--- config.mk ---
export PLATFORM = sky130hd
export DESIGN_NAME = seq_scan_ctrl
export DESIGN_NICKNAME = d
export VERILOG_FILES = /design/src/rtl/seq_scan_ctrl_pkg.sv /design/src/rtl/pat_detector.sv /design/src/rtl/seq_scan_ctrl.sv
export SDC_FILE = /design/constraint.sdc
export NUM_CORES = 1
export LEC_CHECK = 0
export CAP_MARGIN = 20
export CORE_ASPECT_RATIO = 2
export CORE_UTILIZATION = 52
export DETAILED_ROUTE_END_ITERATION = 12
export GPL_TIMING_DRIVEN = 0
export PLACE_DENSITY = 0.79
export SYNTH_ARGS = -nofsm -noshare
export SYNTH_HDL_FRONTEND = slang
export SYNTH_HIERARCHICAL = 1
export SYNTH_SLANG_ARGS = --single-unit
--- constraint.sdc ---
create_clock -name clk -period 2.7 [get_ports clk]
set_input_delay 0.54 -clock clk [delete_from_list [all_inputs] [get_ports clk]]
set_output_delay 0.54 -clock clk [all_outputs]
set_load 0.03 [all_outputs]
--- src/rtl/seq_scan_ctrl_pkg.sv ---
// Shared state encoding and parameter defaults for the bit-serial pattern scanner.
package seq_scan_ctrl_pkg;

  localparam int unsigned DefDataW = 8;
  localparam int unsigned DefPatW  = 4;
  localparam int unsigned DefCntW  = 8;
  localparam int unsigned LenW     = 8;

  typedef enum logic [1:0] {
    StIdle  = 2'd0,
    StLoad  = 2'd1,
    StShift = 2'd2,
    StDone  = 2'd3
  } state_e;

endpackage

--- src/rtl/pat_detector.sv ---
// Sliding-window pattern detector: Mealy hit when the newest PAT_W bits equal the pattern.
module pat_detector
  import seq_scan_ctrl_pkg::*;
#(
  parameter int unsigned PAT_W = DefPatW
) (
  input  logic             clk,
  input  logic             rst,
  input  logic             clr,
  input  logic             bit_valid,
  input  logic             bit_in,
  input  logic [PAT_W-1:0] pattern,
  output logic             hit
);

  localparam int unsigned SeenW = $clog2(PAT_W + 1);

  logic [PAT_W-1:0] hist_q, hist_d, hist_next;
  logic [SeenW-1:0] seen_q, seen_d;

  assign hist_next = (hist_q << 1) | PAT_W'(bit_in);

  always_comb begin
    hist_d = hist_q;
    seen_d = seen_q;
    hit    = 1'b0;
    if (clr) begin
      hist_d = '0;
      seen_d = '0;
    end else if (bit_valid) begin
      hist_d = hist_next;
      if (seen_q != SeenW'(PAT_W)) seen_d = seen_q + 1'b1;
      // PAT_W-1 earlier bits plus the current one fill the window
      hit = (seen_q >= SeenW'(PAT_W - 1)) && (hist_next == pattern);
    end
  end

  always_ff @(posedge clk or negedge rst) begin
    if (!rst) begin
      hist_q <= '0;
      seen_q <= '0;
    end else begin
      hist_q <= hist_d;
      seen_q <= seen_d;
    end
  end

endmodule

--- src/rtl/seq_scan_ctrl.sv ---
// Loads words over a valid/ready handshake, shifts them out MSB first and counts pattern hits.
module seq_scan_ctrl
  import seq_scan_ctrl_pkg::*;
#(
  parameter int unsigned DATA_W = DefDataW,
  parameter int unsigned PAT_W  = DefPatW,
  parameter int unsigned CNT_W  = DefCntW
) (
  input  logic              clk,
  input  logic              rst,
  input  logic              start,
  input  logic [LenW-1:0]   len,
  input  logic [PAT_W-1:0]  cfg_pattern,
  input  logic              in_valid,
  input  logic [DATA_W-1:0] in_data,
  output logic              in_ready,
  output logic              busy,
  output logic              hit,
  output logic [CNT_W-1:0]  hit_count,
  output logic              done
);

  localparam int unsigned BitCntW = (DATA_W > 1) ? $clog2(DATA_W) : 1;

  state_e              state_q, state_d;
  logic [LenW-1:0]     left_q;
  logic [PAT_W-1:0]    pat_q;
  logic [DATA_W-1:0]   word_q;
  logic [BitCntW-1:0]  bit_q;
  logic [CNT_W-1:0]    cnt_q;
  logic                accept, handshake, shifting, last_bit, det_hit;

  assign accept    = (state_q == StIdle) && start;
  assign handshake = (state_q == StLoad) && in_valid;
  assign shifting  = (state_q == StShift);
  assign last_bit  = shifting && (bit_q == BitCntW'(DATA_W - 1));

  always_ff @(posedge clk or negedge rst) begin
    if (!rst) state_q <= StIdle;
    else      state_q <= state_d;
  end

  always_comb begin
    state_d = state_q;
    unique case (state_q)
      StIdle:  if (start) state_d = (len == '0) ? StDone : StLoad;
      StLoad:  if (in_valid) state_d = StShift;
      StShift: if (last_bit) state_d = (left_q != '0) ? StLoad : StDone;
      StDone:  state_d = StIdle;
      default: state_d = StIdle;
    endcase
  end

  always_comb begin
    in_ready = (state_q == StLoad);
    busy     = (state_q != StIdle);
    done     = (state_q == StDone);
  end

  // left_q counts words not yet handshaken
  always_ff @(posedge clk or negedge rst) begin
    if (!rst) begin
      left_q <= '0;
      pat_q  <= '0;
      word_q <= '0;
      bit_q  <= '0;
      cnt_q  <= '0;
    end else begin
      if (accept) begin
        left_q <= len;
        pat_q  <= cfg_pattern;
        cnt_q  <= '0;
      end
      if (handshake) begin
        word_q <= in_data;
        bit_q  <= '0;
        left_q <= left_q - 1'b1;
      end
      if (shifting) begin
        word_q <= word_q << 1;
        bit_q  <= bit_q + 1'b1;
        if (det_hit && (cnt_q != '1)) cnt_q <= cnt_q + 1'b1;
      end
    end
  end

  pat_detector #(
    .PAT_W(PAT_W)
  ) u_pat_detector (
    .clk      (clk),
    .rst      (rst),
    .clr      (accept),
    .bit_valid(shifting),
    .bit_in   (word_q[DATA_W-1]),
    .pattern  (pat_q),
    .hit      (det_hit)
  );

  assign hit       = det_hit;
  assign hit_count = cnt_q;

endmodule

Yosys cells after proc, flatten, opt, wreduce, memory -nomap -nowiden
Cells that the tools add are included.
{"block": "word_totals", "out_inout_bits": 12, "wordCells": 61, "reg_bits": 39}
{"block": "classes", "n_mux": 22, "bitwise": 1, "n_reduce_logical": 15, "n_lt_le_gt_ge": 1, "eq_ne": 10, "add_sub_neg": 4}
{"op": "8-bit two-way mux", "count": 7}
{"op": "3-bit two-way mux", "count": 7}
{"op": "2-bit two-way mux", "count": 5}
{"op": "2-bit nonzero test", "count": 5}
{"op": "8-bit by 1-bit adder with 8-bit output, second input constant", "count": 1}
{"op": "8-bit zero test", "count": 1}
{"op": "8-bit != test, second input constant", "count": 1}
{"op": "2-bit one-hot mux with 4 select lines", "count": 1}
{"op": "8-bit nonzero test", "count": 1}
{"op": "8-bit by 1-bit subtractor with 8-bit output, second input constant", "count": 1}
{"op": "3-bit by 1-bit adder with 3-bit output, second input constant", "count": 2}
{"op": "1-bit logical AND", "count": 5}
{"op": "2-bit == test, second input constant", "count": 2}
{"op": "4-bit == test", "count": 1}
{"op": "2-bit != test, second input constant", "count": 2}
{"op": "4-bit by 1-bit bitwise OR with 4-bit output", "count": 1}
{"op": "3-bit == test, second input constant", "count": 1}
{"op": "3-bit by 2-bit greater-or-equal comparator with 1-bit output, second input constant", "count": 1}
{"op": "3-bit != test, second input constant", "count": 1}
{"op": "3-bit AND reduction", "count": 1}
{"op": "2-bit by 1-bit == test with 1-bit output, second input constant", "count": 1}
{"op": "2-bit zero test", "count": 1}
{"op": "1-bit two-way mux", "count": 2}
{"op": "2-bit by 1-bit != test with 1-bit output, second input constant", "count": 1}
{"op": "2-bit AND reduction", "count": 1}

Logic depth before layout (Yosys ltp)
{"block": "depth", "ltp_word": 8, "depth_mapped": 9, "ltp_nobuf": 9}

Modules after synthesis
The synthesis kept the hierarchy.
{"module": "seq_scan_ctrl", "n_inst": 1, "seq_area_each_um2": 825.8, "area_per_inst_um2": 1705.4, "cells_per_inst": 182}
{"module": "pat_detector", "n_inst": 1, "seq_area_each_um2": 150.1, "area_per_inst_um2": 379.1, "cells_per_inst": 35}

Least setup slack after synthesis
No wires, ideal clock.
{"block": "synth_path", "kind": "input to register", "start": "in start", "end": "reg cnt_q[4] (netlist: hit_count[4])", "setup_time_ns": 0.141, "path_stages": 7, "arrival_ns": 2.416, "path_slack_ns": 0.142, "t_required_ns": 2.559, "cell_sequence": "or3b_4 clkinv_1 buf_6 nor4_2 and3_1 nand4_1 mux2i_1"}
{"block": "synth_via", "elab_chain_len": 5}
{"element": "start, declared", "line_no": "seq_scan_ctrl.sv:11", "rtl": "input logic start,"}
{"element": "1-bit logical AND", "line_no": "seq_scan_ctrl.sv:33", "rtl": "assign accept = (state_q == StIdle) && start;"}
{"element": "via accept", "line_no": "seq_scan_ctrl.sv:31", "rtl": "logic accept, handshake, shifting, last_bit, det_hit;"}
{"element": "1-bit two-way mux", "line_no": "pat_detector.sv:27", "rtl": "if (clr) begin"}
{"element": "via hit", "line_no": "seq_scan_ctrl.sv:18", "rtl": "output logic hit,"}
{"element": "1-bit logical AND", "line_no": "seq_scan_ctrl.sv:82", "rtl": "if (det_hit && (cnt_q != '1)) cnt_q <= cnt_q + 1'b1;"}
{"element": "8-bit two-way mux", "line_no": "seq_scan_ctrl.sv:82"}
{"element": "8-bit two-way mux", "line_no": "seq_scan_ctrl.sv:79", "rtl": "if (shifting) begin"}
{"element": "end signal, assigned", "line_no": "seq_scan_ctrl.sv:82"}
{"element": "end, declared", "line_no": "seq_scan_ctrl.sv:30", "rtl": "logic [CNT_W-1:0] cnt_q;"}
The timed path passes the listed nets, and every way through them passes these cells.
A chain may end at the register's enable or synchronous reset.

Final worst setup path
{"block": "layout_path", "start": "in start", "end": "out hit"}
{"block": "layout_via", "elab_chain_len": 2}
{"element": "1-bit logical AND", "line_no": "seq_scan_ctrl.sv:33"}
{"element": "via accept", "line_no": "seq_scan_ctrl.sv:31"}
{"element": "1-bit two-way mux", "line_no": "pat_detector.sv:27"}
{"element": "end, declared", "line_no": "seq_scan_ctrl.sv:18"}
The timed path passes the listed nets, and every way through them passes these cells.

==> results.txt <==
Synthesis produced 217 cells. The logs give 46.8% for the register area share after synthesis and 312 for the count of non-filler cells in the finished layout. Synthesis produced a netlist with a net count of 248. For this run, asynchronously set or reset flops after synthesis account for 100%. In this run the worst path has a maximum fanout of 16. Placement-stage cell area: 2490 um2. The post-route netlist has 11.9% of its cells at a drive strength greater than 1.

For this design, the sink count on the clock tree is 39. The via count of the first global-routing pass was 1772; the wire length of the first global-routing pass was 7980 um. In this run the cell area of the synthesized design comes to 2080 um2. The detail route stage leaves a number of antenna-violating nets equal to 0. The total of warnings raised by yosys is 6. Entering global routing, the biggest net connects 40 pins. Across the run, the number of max-cap violations was 0.

At the end of the flow, the number of nets in the layout was 291. After layout, the minimum clock period comes to 2.51 ns. The count of hold buffers inserted by post-cts repair is 0. The run finished with clean final reports. Summed over all nets, the half-perimeter wirelength after detailed placement is 3200 um. The tools report the remaining global-route overflow as 0. In the finished design, the share of the clock period the worst path needs comes to 93.0%.

The tools report the max-slew violation count as 0. In this run, synthesis produced a sequential element count of 39. Worst setup margin: 0.189 ns. Post-placement worst setup slack: -0.627 ns.

The die is 46.8 um wide. In this run the tightest slew margin relative to its limit is 42.3%. In the routed layout, each cell is associated on average with a via count of 5.57.

For the number of top-level pins, the log shows 36. The logs give 976 um2 for the sequential cell area in the final layout and 0 for the final hold violation count. Root cell of the clock tree: sky130_fd_sc_hd__clkbuf_8.

The post-route setup TNS was 0 ns; the number of cells traversed by the worst register-to-register path was 9. In this run the core area contains 32 standard-cell rows. Including well taps, the total number of placed cells is 303.

By startpoint and endpoint, the worst setup path is classified as primary input to output pin. Buffer levels on the longest clock path: 2. For this run, design rule violations remaining after detail routing come to 0. The cell leakage power is 1.19 nW. The startpoint identified for the worst register-to-register timing path is state_q[0]. A synthesized cell averages 9.61 um2. Setup repair after global routing left no endpoint under its margin.

For this run, the total global-route usage over all layers was measured as 25.3%. For the worst setup path, the data arrival time is 1.97 ns. Measured along the y axis, the die boundary spans 91.5 um. The number of distinct library cells after synthesis came out at 49.

Total area of multi-input combinational cells: 1020 um2. The library cell used most frequently in the layout, excluding fill and tap cells, is sky130_fd_sc_hd__nand2_1. After clock tree synthesis, the clock-pin slew on the worst setup and hold paths is 0.08 ns. Kind of capture point of the worst setup path: an output pin. For the first-iteration detailed-routing DRC count, the log shows 29. STA classifies the critical path startpoint as a primary input. Buffers inserted during clock tree synthesis total 5. The area growth from synthesis to layout is 25.8%.

The run gives 0 as the antenna cell count. In this run the register-to-register setup slack is 0.51 ns. The routed wire length was 4370 um; the average detailed-routed wire length per instance was 14.0 um.

Setup violations remaining at the end of the flow were counted as 0. The worst hold-check path type was primary input to asynchronous set/reset pin. The clock latency at the later pin of the worst-skew pair came out at 0.29 ns. The tools report the final weighted congestion in routability-driven placement as 0.873. Before antenna repair, the detailed router went through 4 iterations. Once the floorplan was initialized, standard cells occupied 54.2% of the core.

The logs give 0 for the initial antenna violation count and 2 for the maximum level of the CTS H-tree. For the highest attainable clock frequency, the log shows 398 MHz. On the final layout, the worst hold slack is 0.352 ns. The tools report the design area as 2620 um2. TritonCTS built the clock tree. Power spread over the standard cell area amounts to 946 nW/um2.

For this run, the leading register cell type out of synthesis is sky130_fd_sc_hd__dfrtp_1. Endpoint of the worst register-to-register path: hit_count[6]. The worst path required time was 2.16 ns; the vias after detailed routing was 1738. After filler insertion, the fill cell instance count of the layout stands at 315. Input and output buffers added on the ports amount to 35.

The top cell types in the final layout, fill and taps aside, are sky130_fd_sc_hd__nand2_1, sky130_fd_sc_hd__dfrtp_1, sky130_fd_sc_hd__clkdlybuf4s50_1. The most critical setup path has its startpoint at start. The slew at the pin with the worst max-slew slack came out at 0.865 ns. Yosys mapped a number of flops with a built-in enable equal to 0.

For the final database, setup skew stands at 0.00936 ns. The worst ir drop on vdd is 0.773 mV, and the area enclosed by the die boundary is 4280 um2. The core region is 3840 um2.
==> state kept, by name, summed over array words and instances, names as in the netlist <==
register	count
bit_q	3
hit_count	8
word_q	8
state_q	2
pat_q	4
u_pat_detector/hist_q	3
u_pat_detector/seen_q	3
left_q	8
==> logic make-up (layout without fill, tap and decap cells) <==
group	count (synthesis)	in the layout	share of synthesized area [%]
AND/OR/NAND/NOR	103	103	25.8
multiplexers	8	8	3.84
AO/OA/AOI/OAI	37	37	12.5
adder cells (fa/ha/maj)	7	7	4.20
buffers and inverters	18	62	4.74
XOR/XNOR	5	5	2.10
flip-flops	39	39	46.8
==> critical path, cell delays in order <==
cell and delay (ns):
sky130_fd_sc_hd__clkdlybuf4s50_1 0.43, sky130_fd_sc_hd__or3b_4 0.25, sky130_fd_sc_hd__clkinv_1 0.08, sky130_fd_sc_hd__buf_6 0.16, sky130_fd_sc_hd__nor4_4 0.27, sky130_fd_sc_hd__buf_2 0.24
==> report_power, final <==
group	leakage (nW)	internal (mW)	switching (mW)	total [mW]
Clock	0.0612	0.299	0.201	0.500
Sequential	0.491	0.804	0.211	1.02
Combinational	0.638	0.449	0.517	0.966
==> cell type report <==
| cell class | instances | share of cell area, % |
|---|---|---|
| clock inverter | 2 | 1.34 |
| tap | 51 | 2.43 |
| sequential | 39 | 37.2 |
| timing repair buffer | 36 | 13.3 |
| buffer | 8 | 2.34 |
| inverter | 10 | 1.43 |
| multi-input combinational | 160 | 38.8 |
| clock buffer | 6 | 3.15 |
==> what timing repair did <==
item	CTS	global route
resized for setup	5	1
buffers inserted	1	0
setup endpoints to repair	1	1
pin swaps	1	0
==> metal layers <==
layer	vias up	wire length (um)	GRT usage (%)
met2	41	2430	43.3
met4	0	101	10.2
met3	10	97	3.58
li1	850	-	-
met1	837	1750	29.5
met5	-	0	0
==> synth_stat cells, types with 2 or more instances <==
cell type,n,area (um2)
sky130_fd_sc_hd__a211oi_1,3,22.5
sky130_fd_sc_hd__a21oi_1,5,25.0
sky130_fd_sc_hd__a311oi_1,2,17.5
sky130_fd_sc_hd__a31oi_1,9,56.3
sky130_fd_sc_hd__and3_1,3,18.8
sky130_fd_sc_hd__and4_1,2,17.5
sky130_fd_sc_hd__buf_4,2,15.0
sky130_fd_sc_hd__buf_6,3,33.8
sky130_fd_sc_hd__clkbuf_1,2,7.51
sky130_fd_sc_hd__dfrtp_1,39,976
sky130_fd_sc_hd__ha_1,7,87.6
sky130_fd_sc_hd__inv_1,8,30.0
sky130_fd_sc_hd__mux2i_1,8,80.1
sky130_fd_sc_hd__nand2_1,45,169
sky130_fd_sc_hd__nand3_1,8,40.0
sky130_fd_sc_hd__nand4_1,5,31.3
sky130_fd_sc_hd__nor2_1,19,71.3
sky130_fd_sc_hd__nor2b_1,3,18.8
sky130_fd_sc_hd__nor3_1,4,20.0
sky130_fd_sc_hd__o21ai_0,8,40.0
sky130_fd_sc_hd__xnor2_1,4,35.0
==> worst max path at each step <==
stage,endpoint,cells after the start,slack (ns)
after floorplan,hit_count[4],7,0.14
after global placement,hit,6,-0.61
after detailed placement,hit,6,-0.63
after CTS,hit,6,0.12
after global routing,hit,6,0.09
final,hit,6,0.19
==> metrics by stage <==
stage / total power [mW] / utilization, %
2_1_floorplan: 1.71 / -
3_3_place_gp: 1.95 / 65.0
3_5_place_dp: 1.98 / 64.9
4_1_cts: 2.50 / 68.4
5_1_grt: 2.69 / 68.2
6_report: 2.48 / 68.2
Note: power is estimated with default switching activity, not from simulation.
